$ cat config.mk
export PLATFORM = sky130hd
export DESIGN_NAME = if_pc_unit
export DESIGN_NICKNAME = d
export VERILOG_FILES = /design/src/rtl/if_pc_unit_pkg.sv /design/src/rtl/if_pc_unit_prio_sel.sv /design/src/rtl/if_pc_unit.sv
export SDC_FILE = /design/constraint.sdc
export NUM_CORES = 1
export LEC_CHECK = 0
export BUFFER_PORTS_ARGS = -buffer_cell sky130_fd_sc_hd__buf_4
export CORE_UTILIZATION = 54
export DETAILED_ROUTE_END_ITERATION = 10
export PLACE_DENSITY = 0.82
export SYNTH_ARGS = -nofsm -noshare
export SYNTH_HDL_FRONTEND = slang
export SYNTH_HIERARCHICAL = 1
export SYNTH_SLANG_ARGS = --single-unit
$ cat constraint.sdc
create_clock -name clk -period 3.3 [get_ports clk]
set_input_delay 0.33 -clock clk [delete_from_list [all_inputs] [get_ports clk]]
set_output_delay 0.33 -clock clk [all_outputs]
set_load 0.01 [all_outputs]
$ cat src/rtl/if_pc_unit_pkg.sv
// Shared definitions for the fetch PC unit: redirect priority levels and default geometry.
package if_pc_unit_pkg;
   localparam logic [1:0] LVL_SEQ = 2'd0;
   localparam logic [1:0] LVL_ID  = 2'd1;
   localparam logic [1:0] LVL_EX  = 2'd2;
   localparam logic [1:0] LVL_EXC = 2'd3;

   localparam int          PC_W_DEF     = 16;
   localparam logic [15:0] RESET_PC_DEF = 16'h0000;
   localparam logic [15:0] EXC_VEC_DEF  = 16'hFF00;
endpackage

$ cat src/rtl/if_pc_unit_prio_sel.sv
// Combinational next-PC source selection: highest live request versus the stored
// pending redirect; on equal level the live request wins.
module pc_prio_sel
   import if_pc_unit_pkg::*;
#(
   parameter int              PC_W    = PC_W_DEF,
   parameter logic [PC_W-1:0] EXC_VEC = PC_W'(EXC_VEC_DEF)
) (
   input  logic            id_redir,
   input  logic [PC_W-1:0] id_target,
   input  logic            ex_redir,
   input  logic [PC_W-1:0] ex_target,
   input  logic            exc,
   input  logic            pend_vld,
   input  logic [1:0]      pend_lvl,
   input  logic [PC_W-1:0] pend_tgt,
   output logic [PC_W-1:0] sel_tgt,
   output logic [1:0]      sel_lvl,
   output logic            redir
);
   logic [1:0]      live_lvl;
   logic [PC_W-1:0] live_tgt;

   always_comb begin
      live_lvl = LVL_SEQ;
      live_tgt = '0;
      if (exc) begin
         live_lvl = LVL_EXC;
         live_tgt = EXC_VEC;
      end else if (ex_redir) begin
         live_lvl = LVL_EX;
         live_tgt = ex_target;
      end else if (id_redir) begin
         live_lvl = LVL_ID;
         live_tgt = id_target;
      end
   end

   always_comb begin
      sel_lvl = live_lvl;
      sel_tgt = live_tgt;
      if (pend_vld && (pend_lvl > live_lvl)) begin
         sel_lvl = pend_lvl;
         sel_tgt = pend_tgt;
      end
      redir = (sel_lvl != LVL_SEQ);
   end
endmodule

$ cat src/rtl/if_pc_unit.sv
// Fetch-stage PC register, stall-time redirect capture and IF/ID PC/valid register.
// Redirects take effect one cycle after being applied; a redirect seen under stall is held until release.
module if_pc_unit
   import if_pc_unit_pkg::*;
#(
   parameter int              PC_W     = PC_W_DEF,
   parameter logic [PC_W-1:0] INC      = PC_W'(1),
   parameter logic [PC_W-1:0] RESET_PC = PC_W'(RESET_PC_DEF),
   parameter logic [PC_W-1:0] EXC_VEC  = PC_W'(EXC_VEC_DEF)
) (
   input  logic            clk,
   input  logic            rst,
   input  logic            stall_i,
   input  logic            id_redir_i,
   input  logic [PC_W-1:0] id_target_i,
   input  logic            ex_redir_i,
   input  logic [PC_W-1:0] ex_target_i,
   input  logic            exc_i,
   output logic [PC_W-1:0] pc_o,
   output logic [PC_W-1:0] ifid_pc_o,
   output logic [PC_W-1:0] ifid_pcinc_o,
   output logic            ifid_valid_o,
   output logic            redir_pend_o
);
   logic            pend_vld;
   logic [1:0]      pend_lvl;
   logic [PC_W-1:0] pend_tgt;
   logic [PC_W-1:0] sel_tgt;
   logic [1:0]      sel_lvl;
   logic            redir;
   logic [PC_W-1:0] pc_inc;

   assign pc_inc       = pc_o + INC;
   assign redir_pend_o = pend_vld;

   pc_prio_sel #(
      .PC_W    (PC_W),
      .EXC_VEC (EXC_VEC)
   ) u_sel (
      .id_redir  (id_redir_i),
      .id_target (id_target_i),
      .ex_redir  (ex_redir_i),
      .ex_target (ex_target_i),
      .exc       (exc_i),
      .pend_vld  (pend_vld),
      .pend_lvl  (pend_lvl),
      .pend_tgt  (pend_tgt),
      .sel_tgt   (sel_tgt),
      .sel_lvl   (sel_lvl),
      .redir     (redir)
   );

   always_ff @(posedge clk or posedge rst) begin
      if (rst) begin
         pc_o         <= RESET_PC;
         ifid_pc_o    <= '0;
         ifid_pcinc_o <= '0;
         ifid_valid_o <= 1'b0;
         pend_vld     <= 1'b0;
         pend_lvl     <= LVL_SEQ;
         pend_tgt     <= '0;
      end else if (stall_i) begin
         // The selector already resolves live-vs-pending priority, so re-storing its
         // choice both captures a stronger request and keeps the old one otherwise.
         if (redir) begin
            pend_vld <= 1'b1;
            pend_lvl <= sel_lvl;
            pend_tgt <= sel_tgt;
         end
         if (ex_redir_i || exc_i)
            ifid_valid_o <= 1'b0;
      end else begin
         pc_o         <= redir ? sel_tgt : pc_inc;
         ifid_pc_o    <= pc_o;
         ifid_pcinc_o <= pc_inc;
         ifid_valid_o <= ~redir;
         pend_vld     <= 1'b0;
         pend_lvl     <= LVL_SEQ;
      end
   end
endmodule

==> run_summary.xml, run 1 <==
<?xml version="1.0" encoding="UTF-8"?>
<metrics>
  <group name="worst_setup_path">
    <metric name="worst_r2r_path_depth" unit="">8</metric>
    <metric name="critical_path_class" unit="">in2reg</metric>
    <metric name="critPathLaunch" unit="">ex_redir_i</metric>
    <metric name="crit_fanout" unit="">14</metric>
    <metric name="timing.critical_path.arrival" unit="ps">2800</metric>
    <metric name="endpoint_required_time_on_the_critical_path" unit="ps">3510</metric>
    <metric name="timing.rr.end" unit="">pc_o[10]</metric>
    <metric name="critPathTopFamily" unit="">simple AND/OR/NAND/NOR gates</metric>
    <metric name="critPathBufInv" unit="">2</metric>
    <metric name="worst_path_max_delay_cell" unit="">sky130_fd_sc_hd__nor2b_1</metric>
    <metric name="r2r-start" unit="">pend_lvl[1]</metric>
    <metric name="worstSetupEndpointType" unit="">flop</metric>
    <metric name="timing.critical_path.cells" unit="">buf_4 -&gt; nor2b_1 -&gt; or2_2 -&gt; ha_1 -&gt; nor2b_4 -&gt; o211ai_4 -&gt; mux2i_4 -&gt; buf_4 -&gt; nor2b_1 -&gt; a22oi_1 -&gt; o311ai_0</metric>
    <metric name="crit_path_start_kind" unit="">input pin</metric>
    <metric name="setup.reg_to_reg.worst_slack" unit="ps">890</metric>
    <metric name="cp_slowest_stage_delay" unit="ps">470</metric>
  </group>
  <group name="placed_design">
    <metric name="dp_worst_setup_slack" unit="ps">386.3</metric>
    <metric name="placement.cell_area" unit="mm2">0.004379</metric>
    <metric name="replace_congestion" unit="">0.7764</metric>
    <metric name="hpwlAfterDp" unit="um">5467</metric>
    <metric name="port_buffers" unit="">87</metric>
  </group>
  <group name="floorplanning">
    <metric name="floorplan.die.height" unit="um">84.99</metric>
    <metric name="die-width" unit="um">84.99</metric>
    <metric name="die_area" unit="mm2">0.007222</metric>
    <metric name="core" unit="mm2">0.006495</metric>
    <metric name="rows" unit="">29</metric>
    <metric name="boundary_pins" unit="">88</metric>
    <metric name="initial_core_util" unit="%">57.25</metric>
  </group>
  <group name="clocking">
    <metric name="tritoncts.num_buffers" unit="">9</metric>
    <metric name="postCtsSetupRepairBufs" unit="">0</metric>
    <metric name="htreeDepth" unit="">3</metric>
    <metric name="cts_repair_resize_count" unit="">0</metric>
    <metric name="clock_latency" unit="ps">340</metric>
    <metric name="clockBufferDepth" unit="">2</metric>
    <metric name="worst_setup_hold_path_clk_slew" unit="ps">70</metric>
    <metric name="cts.hold.buffers_added" unit="">0</metric>
    <metric name="clock-sinks" unit="">68</metric>
    <metric name="cts_root_buffer" unit="">sky130_fd_sc_hd__clkbuf_8</metric>
    <metric name="tritoncts" unit="">yes</metric>
  </group>
  <group name="drt">
    <metric name="routed_wire_length_on_met2" unit="um">3520</metric>
    <metric name="detail_route.iter0.violations" unit="">238</metric>
    <metric name="post_drt_wl_per_cell" unit="um">15.80</metric>
    <metric name="highest-signal-layer" unit="">met4</metric>
    <metric name="met1_length" unit="um">3792</metric>
    <metric name="post-route-drc-count" unit="">0</metric>
    <metric name="route.antenna.remaining_nets" unit="">0</metric>
    <metric name="drt_pre_antenna_iters" unit="">4</metric>
    <metric name="num_vias" unit="">2806</metric>
    <metric name="met3_length" unit="um">308</metric>
    <metric name="postRouteWirelength" unit="um">7744</metric>
    <metric name="avgViaCountPerCell" unit="">5.727</metric>
  </group>
  <group name="timing">
    <metric name="max-slew-margin-rel" unit="%">56.33</metric>
    <metric name="grt_setup_unrepaired" unit="">false</metric>
    <metric name="post-route-worst-setup-slack" unit="ps">716.7</metric>
    <metric name="maximum_achievable_frequency" unit="GHz">0.3871</metric>
    <metric name="layout_min_cycle_time" unit="ps">2583</metric>
    <metric name="holdWs" unit="ps">17.20</metric>
    <metric name="total_negative_slack" unit="ps">0</metric>
    <metric name="fin_crit_sh" unit="%">78.28</metric>
    <metric name="final_hold_viol_count" unit="">0</metric>
    <metric name="timing.final.setup_violations" unit="">0</metric>
    <metric name="finalMaxSlewViolations" unit="">0</metric>
    <metric name="timing.clock.skew" unit="ps">6.262</metric>
    <metric name="timing_worst_slew_pin_value" unit="ps">653.5</metric>
  </group>
  <group name="synth">
    <metric name="avgSynthCellArea" unit="um2">11.07</metric>
    <metric name="synth.distinct_cells" unit="">50</metric>
    <metric name="async_reset_ff_share" unit="%">100.0</metric>
    <metric name="synth.yosys.seq_area_share" unit="%">45.76</metric>
    <metric name="postSynth.topFlopCell" unit="">sky130_fd_sc_hd__dfrtp_1</metric>
    <metric name="yosysWarningCount" unit="">6</metric>
    <metric name="netlist_instances" unit="">336</metric>
    <metric name="post-synth-top-area-cell" unit="">sky130_fd_sc_hd__dfrtp_1</metric>
    <metric name="syn-cell-area" unit="mm2">0.003719</metric>
    <metric name="synthTopCellsByArea" unit="">sky130_fd_sc_hd__dfrtp_1 (46%), sky130_fd_sc_hd__mux2_2 (12%), sky130_fd_sc_hd__mux2_4 (3.2%)</metric>
    <metric name="synth_most_common_cell" unit="">sky130_fd_sc_hd__dfrtp_1</metric>
    <metric name="postSynthRegisterBits" unit="">68</metric>
    <metric name="synth_largest_type_area_fraction" unit="%">45.76</metric>
    <metric name="total_nets_after_synthesis" unit="">377</metric>
    <metric name="number_of_flops_mapped_to_enable_cells_by_yosys" unit="">0</metric>
    <metric name="ys_top_cells_by_count" unit="">sky130_fd_sc_hd__dfrtp_1 (68), sky130_fd_sc_hd__mux2_2 (40), sky130_fd_sc_hd__nand2_1 (31)</metric>
  </group>
  <group name="power">
    <metric name="p_clk_share" unit="%">25.2</metric>
    <metric name="p_leak" unit="nW">2.117</metric>
    <metric name="powerDensity" unit="mW/mm2">539.5</metric>
    <metric name="power.ir.vdd_worst" unit="mV">0.2203</metric>
    <metric name="design_power_total" unit="W">0.002457</metric>
    <metric name="power_switching_share" unit="%">31.01</metric>
    <metric name="p_sw" unit="W">0.0007619</metric>
    <metric name="seq_pwr_share" unit="%">46.9</metric>
    <metric name="pwr-share-comb" unit="%">27.9</metric>
    <metric name="power_report.internal_total" unit="W">0.001695</metric>
  </group>
  <group name="final_layout">
    <metric name="layout.cell_area.non_filler" unit="mm2">0.004554</metric>
    <metric name="filler_cell_count" unit="">495</metric>
    <metric name="antenna_cells_inserted" unit="">0</metric>
    <metric name="areaGrowthSynthToFinish" unit="%">22.48</metric>
    <metric name="final_layout_size_suffix_gt1_share" unit="%">42.86</metric>
    <metric name="final_nets" unit="">451</metric>
  </group>
  <group name="global_route">
    <metric name="grt_max_degree" unit="">46</metric>
    <metric name="grt_overflow" unit="">0</metric>
    <metric name="first_global_vias" unit="">2666</metric>
    <metric name="first_pass_grt_wire_length" unit="um">12990</metric>
    <metric name="initial_antenna_violation_count" unit="">0</metric>
    <metric name="globalRouteTotalUtil" unit="%">22.75</metric>
  </group>
  <group name="flow_run">
    <metric name="max_cap_viol_count" unit="">0</metric>
  </group>
  <group name="worst_hold_path">
    <metric name="timing.hold.worst.class" unit="">in2async</metric>
  </group>
  <group name="status">
    <metric name="outcome" unit="">completed</metric>
  </group>
</metrics>
==> area by class of cell <==
class                      count  area [um2]  share of cell area (%)
tap                           77       96.34                   2.115
sequential                    68        1702                   37.36
clock inverter                 2       10.01                  0.2198
timing repair buffer          92       690.7                   15.16
inverter                       7       26.28                  0.5769
clock buffer                  12       165.2                   3.626
multi-input combinational    232        1864                   40.93
==> cell families after synthesis <==
group                    share of synthesized area, %
AND/OR/NAND/NOR                                 14.17
AO/OA/AOI/OAI                                   13.83
flip-flops                                      45.76
multiplexers                                    17.50
buffers and inverters                           4.441
XOR/XNOR                                        3.297
adder cells (fa/ha/maj)                         1.010
==> layout by cell type (no fill, tap or decap), types with 2 or more instances in the layout <==
master	Yosys	routed
sky130_fd_sc_hd__buf_4	0	92
sky130_fd_sc_hd__dfrtp_1	68	68
sky130_fd_sc_hd__mux2_2	40	40
sky130_fd_sc_hd__nand2_1	31	31
sky130_fd_sc_hd__o21ai_0	21	21
sky130_fd_sc_hd__nor2_1	15	15
sky130_fd_sc_hd__clkbuf_8	0	12
sky130_fd_sc_hd__xnor2_1	10	10
sky130_fd_sc_hd__a22oi_1	9	9
sky130_fd_sc_hd__o21ai_1	8	8
sky130_fd_sc_hd__a221o_1	8	8
sky130_fd_sc_hd__mux2_4	8	8
sky130_fd_sc_hd__a22o_1	8	8
sky130_fd_sc_hd__mux2i_1	8	7
sky130_fd_sc_hd__nor2b_1	6	6
sky130_fd_sc_hd__inv_1	7	6
sky130_fd_sc_hd__nand3_1	6	6
sky130_fd_sc_hd__nand4_1	5	5
sky130_fd_sc_hd__a21oi_1	5	5
sky130_fd_sc_hd__or3b_2	4	4
sky130_fd_sc_hd__xor2_1	4	4
sky130_fd_sc_hd__nor4_4	3	3
sky130_fd_sc_hd__ha_1	3	3
sky130_fd_sc_hd__or2_2	2	2
sky130_fd_sc_hd__nor3_2	2	2
sky130_fd_sc_hd__and3_1	2	2
sky130_fd_sc_hd__o21ai_2	2	2
sky130_fd_sc_hd__nor3_1	2	2
sky130_fd_sc_hd__a31oi_1	2	2
sky130_fd_sc_hd__clkinv_2	0	2
==> metrics by stage <==
step	utilization, %	cells
finish	70.12	490
global route	70.12	490
CTS	70.12	490
detailed placement	67.42	476
global placement	67.42	476
floorplan	-	336
==> power by group through the flow <==
stage	Sequential, W	Clock (W)	Combinational, W
final	0.00115	0.000619	0.000686
after global routing	0.00118	0.000663	0.000747
after CTS	0.00115	0.000630	0.000693
after detailed placement	0.00116	0	0.000690
after global placement	0.00116	0	0.000670
after floorplan	0.00116	0	0.000383
==> state kept, by name (all words and copies together) (netlist names) <==
register	count
ifid_pcinc_o	16
ifid_valid_o	1
pend_tgt	16
pc_o	16
pend_lvl	2
redir_pend_o	1
ifid_pc_o	16
==> worst max path at each step <==
stage | endpoint | cells after the start | slack (ps)
finish | pc_o[10] | 11 | 720
global route | pc_o[9] | 11 | 490
CTS | pc_o[10] | 11 | 730
detailed placement | pc_o[10] | 11 | 390
global placement | pc_o[9] | 11 | 520
floorplan | pend_tgt[0] | 11 | 490
==> per-layer routing <==
layer	track usage (%)	vias up
met5	0	-
li1	-	1361
met2	33.21	83
met1	33.85	1353
met4	9.707	0
met3	3.405	9
Note: power is estimated with default switching activity, not from simulation.
==> run 2: changes to the inputs <==
==> constraint.sdc (replaced) <==
create_clock -name clk -period 2.4 [get_ports clk]
set_input_delay 0.24 -clock clk [delete_from_list [all_inputs] [get_ports clk]]
set_output_delay 0.24 -clock clk [all_outputs]
set_load 0.01 [all_outputs]
==> run_summary.xml, run 2 (synthesis gave the netlist of run 1 again) <==
<?xml version="1.0" encoding="UTF-8"?>
<metrics>
  <group name="final_layout">
    <metric name="multi_input_comb_area" unit="mm2">0.001897</metric>
    <metric name="filler_cell_count" unit="">468</metric>
    <metric name="final_nets" unit="">459</metric>
    <metric name="most_used_cells_in_the_layout_excluding_fill_and_tap_cells" unit="">sky130_fd_sc_hd__buf_4 (99), sky130_fd_sc_hd__dfrtp_1 (68), sky130_fd_sc_hd__mux2_2 (40)</metric>
    <metric name="antenna_cells_inserted" unit="">0</metric>
    <metric name="area.sequential" unit="mm2">0.001702</metric>
    <metric name="final_layout_size_suffix_gt1_share" unit="%">45.15</metric>
    <metric name="final_common_cell" unit="">sky130_fd_sc_hd__buf_4</metric>
    <metric name="areaGrowthSynthToFinish" unit="%">25.91</metric>
  </group>
  <group name="clocking">
    <metric name="clock_latency" unit="ps">350</metric>
    <metric name="worst_setup_hold_path_clk_slew" unit="ps">80</metric>
    <metric name="clock-sinks" unit="">68</metric>
    <metric name="cts_repair_resize_count" unit="">0</metric>
    <metric name="tritoncts" unit="">yes</metric>
    <metric name="htreeDepth" unit="">3</metric>
    <metric name="cts.hold.buffers_added" unit="">0</metric>
    <metric name="clockBufferDepth" unit="">2</metric>
    <metric name="cts_root_buffer" unit="">sky130_fd_sc_hd__clkbuf_8</metric>
    <metric name="postCtsSetupRepairBufs" unit="">0</metric>
    <metric name="tritoncts.num_buffers" unit="">9</metric>
  </group>
  <group name="timing">
    <metric name="layout_min_cycle_time" unit="ps">2237</metric>
    <metric name="timing.clock.skew" unit="ps">9.393</metric>
    <metric name="fin_crit_sh" unit="%">93.20</metric>
    <metric name="timing_worst_slew_pin_value" unit="ps">650.7</metric>
    <metric name="max-slew-margin-rel" unit="%">56.56</metric>
    <metric name="timing.final.setup_violations" unit="">0</metric>
    <metric name="finalMaxSlewViolations" unit="">0</metric>
    <metric name="post-route-worst-setup-slack" unit="ps">163.3</metric>
    <metric name="holdWs" unit="ps">-22.82</metric>
    <metric name="total_negative_slack" unit="ps">0</metric>
    <metric name="final_hold_viol_count" unit="">30</metric>
    <metric name="maximum_achievable_frequency" unit="GHz">0.4471</metric>
    <metric name="grt_setup_unrepaired" unit="">false</metric>
  </group>
  <group name="power">
    <metric name="powerDensity" unit="mW/mm2">753.4</metric>
    <metric name="p_leak" unit="nW">2.173</metric>
    <metric name="design_power_total" unit="W">0.003528</metric>
    <metric name="power.ir.vdd_worst" unit="mV">0.3119</metric>
  </group>
  <group name="global_route">
    <metric name="globalRouteTotalUtil" unit="%">24.29</metric>
    <metric name="initial_antenna_violation_count" unit="">0</metric>
    <metric name="first_pass_grt_wire_length" unit="um">13690</metric>
    <metric name="grt_overflow" unit="">0</metric>
    <metric name="grt_max_degree" unit="">43</metric>
    <metric name="first_global_vias" unit="">2790</metric>
  </group>
  <group name="worst_setup_path">
    <metric name="setup.reg_to_reg.worst_slack" unit="ps">160</metric>
    <metric name="timing.critical_path.cells" unit="">ha_1 -&gt; nor2b_4 -&gt; o211ai_4 -&gt; mux2i_4 -&gt; buf_12 -&gt; a41oi_1 -&gt; o21ai_0 -&gt; o21ai_1</metric>
    <metric name="timing.critical_path.arrival" unit="ps">2470</metric>
    <metric name="worst_r2r_path_depth" unit="">8</metric>
    <metric name="worst_path_max_delay_cell" unit="">sky130_fd_sc_hd__mux2i_4</metric>
    <metric name="critical_path_class" unit="">reg2reg</metric>
    <metric name="cp_slowest_stage_delay" unit="ps">450</metric>
    <metric name="crit_path_start_kind" unit="">flop</metric>
    <metric name="crit_fanout" unit="">26</metric>
    <metric name="worstSetupEndpointType" unit="">flop</metric>
    <metric name="endpoint_required_time_on_the_critical_path" unit="ps">2640</metric>
  </group>
  <group name="drt">
    <metric name="detail_route.iter0.violations" unit="">195</metric>
    <metric name="avgViaCountPerCell" unit="">5.810</metric>
    <metric name="route.antenna.remaining_nets" unit="">0</metric>
    <metric name="postRouteWirelength" unit="um">8261</metric>
    <metric name="post-route-drc-count" unit="">0</metric>
    <metric name="num_vias" unit="">2905</metric>
    <metric name="drt_pre_antenna_iters" unit="">4</metric>
    <metric name="post_drt_wl_per_cell" unit="um">16.52</metric>
  </group>
  <group name="placed_design">
    <metric name="dp_worst_setup_slack" unit="ps">112.0</metric>
    <metric name="port_buffers" unit="">87</metric>
    <metric name="replace_congestion" unit="">0.8630</metric>
    <metric name="hpwlAfterDp" unit="um">5806</metric>
  </group>
  <group name="status">
    <metric name="outcome" unit="">finished, violations left</metric>
    <metric name="violated_checks" unit="">negative hold slack</metric>
  </group>
  <group name="floorplanning">
    <metric name="floorplan.die.height" unit="um">84.99</metric>
    <metric name="rows" unit="">29</metric>
    <metric name="die-width" unit="um">84.99</metric>
    <metric name="initial_core_util" unit="%">57.25</metric>
    <metric name="die_area" unit="mm2">0.007222</metric>
    <metric name="boundary_pins" unit="">88</metric>
    <metric name="core" unit="mm2">0.006495</metric>
  </group>
  <group name="flow_run">
    <metric name="max_cap_viol_count" unit="">0</metric>
  </group>
  <group name="worst_hold_path">
    <metric name="timing.hold.worst.class" unit="">in2async</metric>
  </group>
</metrics>
run 2: changes by cell type in the layout (fill, tap and decap cells not counted), moves of 2 or more:
cell / before / now
sky130_fd_sc_hd__inv_6: 0 / 2
sky130_fd_sc_hd__clkbuf_8: 12 / 9
sky130_fd_sc_hd__nand2_1: 31 / 29
sky130_fd_sc_hd__buf_4: 92 / 99
run 2: worst paths after layout:
check | start | end
setup / recovery | pend_lvl[1] | pc_o[7]
min in group clk | ex_redir_i | ifid_valid_o
setup reg to reg | pend_lvl[1] | pc_o[7]
hold / removal | rst | ifid_pcinc_o[8]
max in group asynchronous | rst | pend_tgt[7]
hold reg to reg | ifid_pc_o[10] | ifid_pc_o[10]
run 2: critical path: cells and delay by family (launching register included):
kind | cells | cell delay [ps]
AOI/OAI and AO/OA | 4 | 590
muxes | 1 | 450
adders and majority gates | 1 | 310
and+or+nand+nor | 1 | 140
DFF | 1 | 410
buffers and inverters | 1 | 220
run 2: cell type report:
type	count	share of cell area, %
inverter	7	0.5612
timing repair buffer	100	16.30
sequential	68	36.34
tap	77	2.058
multi-input combinational	232	40.51
clock inverter	7	1.577
clock buffer	9	2.646
run 2: per-stage QoR:
step	hold slack [ps]	instances	utilization, %	cell area [um2]
6_report	-22.82	500	72.09	4682
5_1_grt	39.41	500	72.09	4682
4_1_cts	6.270	500	72.09	4682
3_5_place_dp	380.6	484	69.04	4484
3_3_place_gp	369.1	484	69.04	4484
2_1_floorplan	421.2	336	-	3799
run 2: layer usage:
metal | GRT usage, % | wire, um
met5 | 0 | 0
met4 | 9.245 | 93
met3 | 4.767 | 472
met2 | 38.12 | 3996
met1 | 33.53 | 3698
run 2: power by group:
part           switching [W]  internal, W
sequential          0.000215      0.00136
combinational       0.000447     0.000548
clock               0.000471     0.000485
==> run 3: changes to the inputs <==
--- a/config.mk
+++ b/config.mk
@@ -8,8 +8,7 @@
 export BUFFER_PORTS_ARGS = -buffer_cell sky130_fd_sc_hd__buf_4
 export CORE_UTILIZATION = 54
 export DETAILED_ROUTE_END_ITERATION = 10
-export PLACE_DENSITY = 0.82
+export PLACE_DENSITY = 0.83
 export SYNTH_ARGS = -nofsm -noshare
 export SYNTH_HDL_FRONTEND = slang
-export SYNTH_HIERARCHICAL = 1
 export SYNTH_SLANG_ARGS = --single-unit
==> run_summary.xml, run 3 <==
<?xml version="1.0" encoding="UTF-8"?>
<metrics>
  <group name="clocking">
    <metric name="htreeDepth" unit="">3</metric>
    <metric name="cts_root_buffer" unit="">sky130_fd_sc_hd__clkbuf_8</metric>
    <metric name="worst_setup_hold_path_clk_slew" unit="ps">70</metric>
    <metric name="clock-sinks" unit="">68</metric>
    <metric name="postCtsSetupRepairBufs" unit="">0</metric>
    <metric name="tritoncts.num_buffers" unit="">9</metric>
    <metric name="clock_latency" unit="ps">340</metric>
    <metric name="cts.hold.buffers_added" unit="">0</metric>
    <metric name="tritoncts" unit="">yes</metric>
    <metric name="cts_repair_resize_count" unit="">0</metric>
    <metric name="clockBufferDepth" unit="">2</metric>
  </group>
  <group name="worst_hold_path">
    <metric name="timing.hold.worst.class" unit="">in2async</metric>
  </group>
  <group name="power">
    <metric name="powerDensity" unit="mW/mm2">719.9</metric>
    <metric name="p_leak" unit="nW">2.111</metric>
    <metric name="power.ir.vdd_worst" unit="mV">0.4949</metric>
  </group>
  <group name="final_layout">
    <metric name="layout.cell_area.non_filler" unit="mm2">0.004521</metric>
    <metric name="filler_cell_count" unit="">470</metric>
    <metric name="fin_util" unit="%">70.79</metric>
    <metric name="most_used_cells_in_the_layout_excluding_fill_and_tap_cells" unit="">sky130_fd_sc_hd__buf_4 (100), sky130_fd_sc_hd__dfrtp_1 (68), sky130_fd_sc_hd__nand2_1 (46)</metric>
    <metric name="final_nets" unit="">496</metric>
    <metric name="final_layout_size_suffix_gt1_share" unit="%">31.66</metric>
    <metric name="areaGrowthSynthToFinish" unit="%">25.98</metric>
    <metric name="multi_input_comb_area" unit="mm2">0.001710</metric>
    <metric name="antenna_cells_inserted" unit="">0</metric>
    <metric name="area.sequential" unit="mm2">0.001702</metric>
    <metric name="final_common_cell" unit="">sky130_fd_sc_hd__buf_4</metric>
  </group>
  <group name="synth">
    <metric name="synth_most_common_cell" unit="">sky130_fd_sc_hd__dfrtp_1</metric>
    <metric name="synth_top_family_by_area" unit="">compound AO/OA/AOI/OAI gates</metric>
    <metric name="ys_top_cells_by_count" unit="">sky130_fd_sc_hd__dfrtp_1 (68), sky130_fd_sc_hd__nand2_1 (46), sky130_fd_sc_hd__o21ai_0 (41)</metric>
    <metric name="synth-compound-area-share" unit="%">18.24</metric>
    <metric name="postSynth.topFlopCell" unit="">sky130_fd_sc_hd__dfrtp_1</metric>
    <metric name="syn-cell-area" unit="mm2">0.003588</metric>
    <metric name="synth.yosys.seq_area_share" unit="%">47.42</metric>
    <metric name="post_synth_fa_ha_maj_area_fraction" unit="%">1.046</metric>
    <metric name="post-synth-top-area-cell" unit="">sky130_fd_sc_hd__dfrtp_1</metric>
    <metric name="synth.mux.area_fraction" unit="%">9.554</metric>
    <metric name="number_of_flops_mapped_to_enable_cells_by_yosys" unit="">0</metric>
    <metric name="netlist_instances" unit="">366</metric>
    <metric name="async_reset_ff_share" unit="%">100.0</metric>
    <metric name="synth_largest_type_area_fraction" unit="%">47.42</metric>
    <metric name="yosys.area_share.xor_xnor" unit="%">2.685</metric>
    <metric name="yosysWarningCount" unit="">0</metric>
    <metric name="postSynthRegisterBits" unit="">68</metric>
    <metric name="synthTopCellsByArea" unit="">sky130_fd_sc_hd__dfrtp_1 (47%), sky130_fd_sc_hd__o21ai_0 (5.7%), sky130_fd_sc_hd__mux2_2 (5.6%)</metric>
    <metric name="synth-simple-area-share" unit="%">16.14</metric>
    <metric name="avgSynthCellArea" unit="um2">9.804</metric>
    <metric name="synth.distinct_cells" unit="">47</metric>
    <metric name="total_nets_after_synthesis" unit="">407</metric>
  </group>
  <group name="worst_setup_path">
    <metric name="timing.critical_path.arrival" unit="ps">2430</metric>
    <metric name="crit_fanout" unit="">14</metric>
    <metric name="worst_path_max_delay_cell" unit="">sky130_fd_sc_hd__o21ai_4</metric>
    <metric name="cp_slowest_stage_delay" unit="ps">420</metric>
    <metric name="crit_path_start_kind" unit="">flop</metric>
    <metric name="critical_path_class" unit="">reg2reg</metric>
    <metric name="setup.reg_to_reg.worst_slack" unit="ps">170</metric>
    <metric name="timing.critical_path.cells" unit="">ha_1 -&gt; and2b_1 -&gt; o21ai_4 -&gt; mux2_2 -&gt; mux2i_1 -&gt; o22ai_1</metric>
    <metric name="worstSetupEndpointType" unit="">flop</metric>
    <metric name="endpoint_required_time_on_the_critical_path" unit="ps">2600</metric>
  </group>
  <group name="global_route">
    <metric name="grt_overflow" unit="">0</metric>
    <metric name="first_pass_grt_wire_length" unit="um">14280</metric>
    <metric name="globalRouteMet2Util" unit="%">38.97</metric>
    <metric name="grt_max_degree" unit="">63</metric>
    <metric name="global_route_layer_with_the_greatest_usage" unit="">met2</metric>
    <metric name="grt_util_met3" unit="%">5.242</metric>
    <metric name="grtUsageMet1" unit="%">37.45</metric>
    <metric name="globalRouteTotalUtil" unit="%">25.69</metric>
    <metric name="first_global_vias" unit="">2896</metric>
    <metric name="initial_antenna_violation_count" unit="">0</metric>
  </group>
  <group name="drt">
    <metric name="num_vias" unit="">3114</metric>
    <metric name="avgViaCountPerCell" unit="">5.821</metric>
    <metric name="route.antenna.remaining_nets" unit="">0</metric>
    <metric name="post-route-drc-count" unit="">0</metric>
    <metric name="detail_route.iter0.violations" unit="">260</metric>
    <metric name="post_drt_wl_per_cell" unit="um">15.86</metric>
    <metric name="drt_pre_antenna_iters" unit="">5</metric>
    <metric name="postRouteWirelength" unit="um">8485</metric>
  </group>
  <group name="timing">
    <metric name="timing.final.setup_violations" unit="">0</metric>
    <metric name="timing_worst_slew_pin_value" unit="ps">734.2</metric>
    <metric name="total_negative_slack" unit="ps">0</metric>
    <metric name="max-slew-margin-rel" unit="%">50.98</metric>
    <metric name="fin_crit_sh" unit="%">92.89</metric>
    <metric name="holdWs" unit="ps">26.95</metric>
    <metric name="maximum_achievable_frequency" unit="GHz">0.4486</metric>
    <metric name="timing.clock.skew" unit="ps">6.026</metric>
    <metric name="grt_setup_unrepaired" unit="">false</metric>
    <metric name="layout_min_cycle_time" unit="ps">2229</metric>
    <metric name="finalMaxSlewViolations" unit="">0</metric>
    <metric name="final_hold_viol_count" unit="">0</metric>
  </group>
  <group name="floorplanning">
    <metric name="die-width" unit="um">83.52</metric>
    <metric name="rows" unit="">29</metric>
    <metric name="core" unit="mm2">0.006386</metric>
    <metric name="die_area" unit="mm2">0.006976</metric>
    <metric name="boundary_pins" unit="">88</metric>
    <metric name="floorplan.die.height" unit="um">83.52</metric>
    <metric name="initial_core_util" unit="%">56.19</metric>
  </group>
  <group name="status">
    <metric name="outcome" unit="">completed</metric>
  </group>
  <group name="placed_design">
    <metric name="port_buffers" unit="">87</metric>
    <metric name="placement.cell_area" unit="mm2">0.004344</metric>
    <metric name="replace_congestion" unit="">0.8763</metric>
    <metric name="hpwlAfterDp" unit="um">6103</metric>
  </group>
  <group name="flow_run">
    <metric name="max_cap_viol_count" unit="">0</metric>
  </group>
</metrics>
run 3: cell count changes after synthesis, sizes merged, moves of 5 or more:
cell / previous run / this run
o21ai: 31 / 43
clkbuf: 17 / 11
mux2: 48 / 18
o22a: 0 / 5
nand2: 31 / 46
nor2: 15 / 25
a22o: 8 / 2
mux2i: 8 / 14
nor2b: 7 / 2
nor3: 4 / 9
a21oi: 5 / 20
run 3: cell families (layout without fill, tap and decap cells):
| kind of cell | count (synthesis) | in the layout |
|---|---|---|
| compound gates | 100 | 100 |
| xor+xnor | 11 | 11 |
| fa+ha+maj | 3 | 3 |
| buf+inv | 36 | 128 |
| flops | 68 | 68 |
| mux | 32 | 32 |
| simple gates | 116 | 116 |
run 3: stage by stage:
step | instances | power [W] | setup WS, ps
floorplan | 366 | 0.002002 | 11.47
global placement | 521 | 0.002380 | 162.2
detailed placement | 521 | 0.002414 | 78.20
CTS | 535 | 0.003265 | 205.0
global route | 535 | 0.003425 | 87.68
finish | 535 | 0.003255 | 170.7
run 3: report_power, final:
group          switching, W  internal, W  total [W]
clock network      0.000407     0.000449   0.000856
registers          0.000162      0.00134    0.00150
logic              0.000437     0.000456   0.000894
total               0.00101      0.00225    0.00325
run 3: metal layers:
metal	vias to the layer above	part of all wire (%)
li1	1486	-
met1	1498	46
met2	118	47
met3	12	6.2
met4	0	1.4
met5	-	0
run 3: critical path: cells and delay by family (launching register included):
kind	cells	cell delay (ps)
AO/OA/AOI/OAI	2	530
AND/OR/NAND/NOR	1	230
adder cells (fa/ha/maj)	1	330
multiplexers	2	600
flip-flops	1	410
run 3: layout make-up:
type | count | share of cell area (%)
Multi-Input combinational cell | 262 | 37.84
Sequential cell | 68 | 37.64
Timing Repair Buffer | 102 | 17.49
Clock buffer | 13 | 3.737
Tap cell | 77 | 2.131
Inverter | 12 | 0.9964
Clock inverter | 1 | 0.1661
run 3: worst paths after layout:
kind / depth (start not counted) / to / startpoint
worst max-delay path: 6 / pc_o[8] / pend_lvl[1]
worst max register to register: 6 / pc_o[8] / pend_lvl[1]
max in group asynchronous: 3 / ifid_pcinc_o[15] / rst
min in group clk: 3 / ifid_pc_o[12] / stall_i
worst min register to register: 2 / ifid_pcinc_o[5] / ifid_pcinc_o[5]
worst min-delay path: 2 / ifid_pc_o[2] / rst
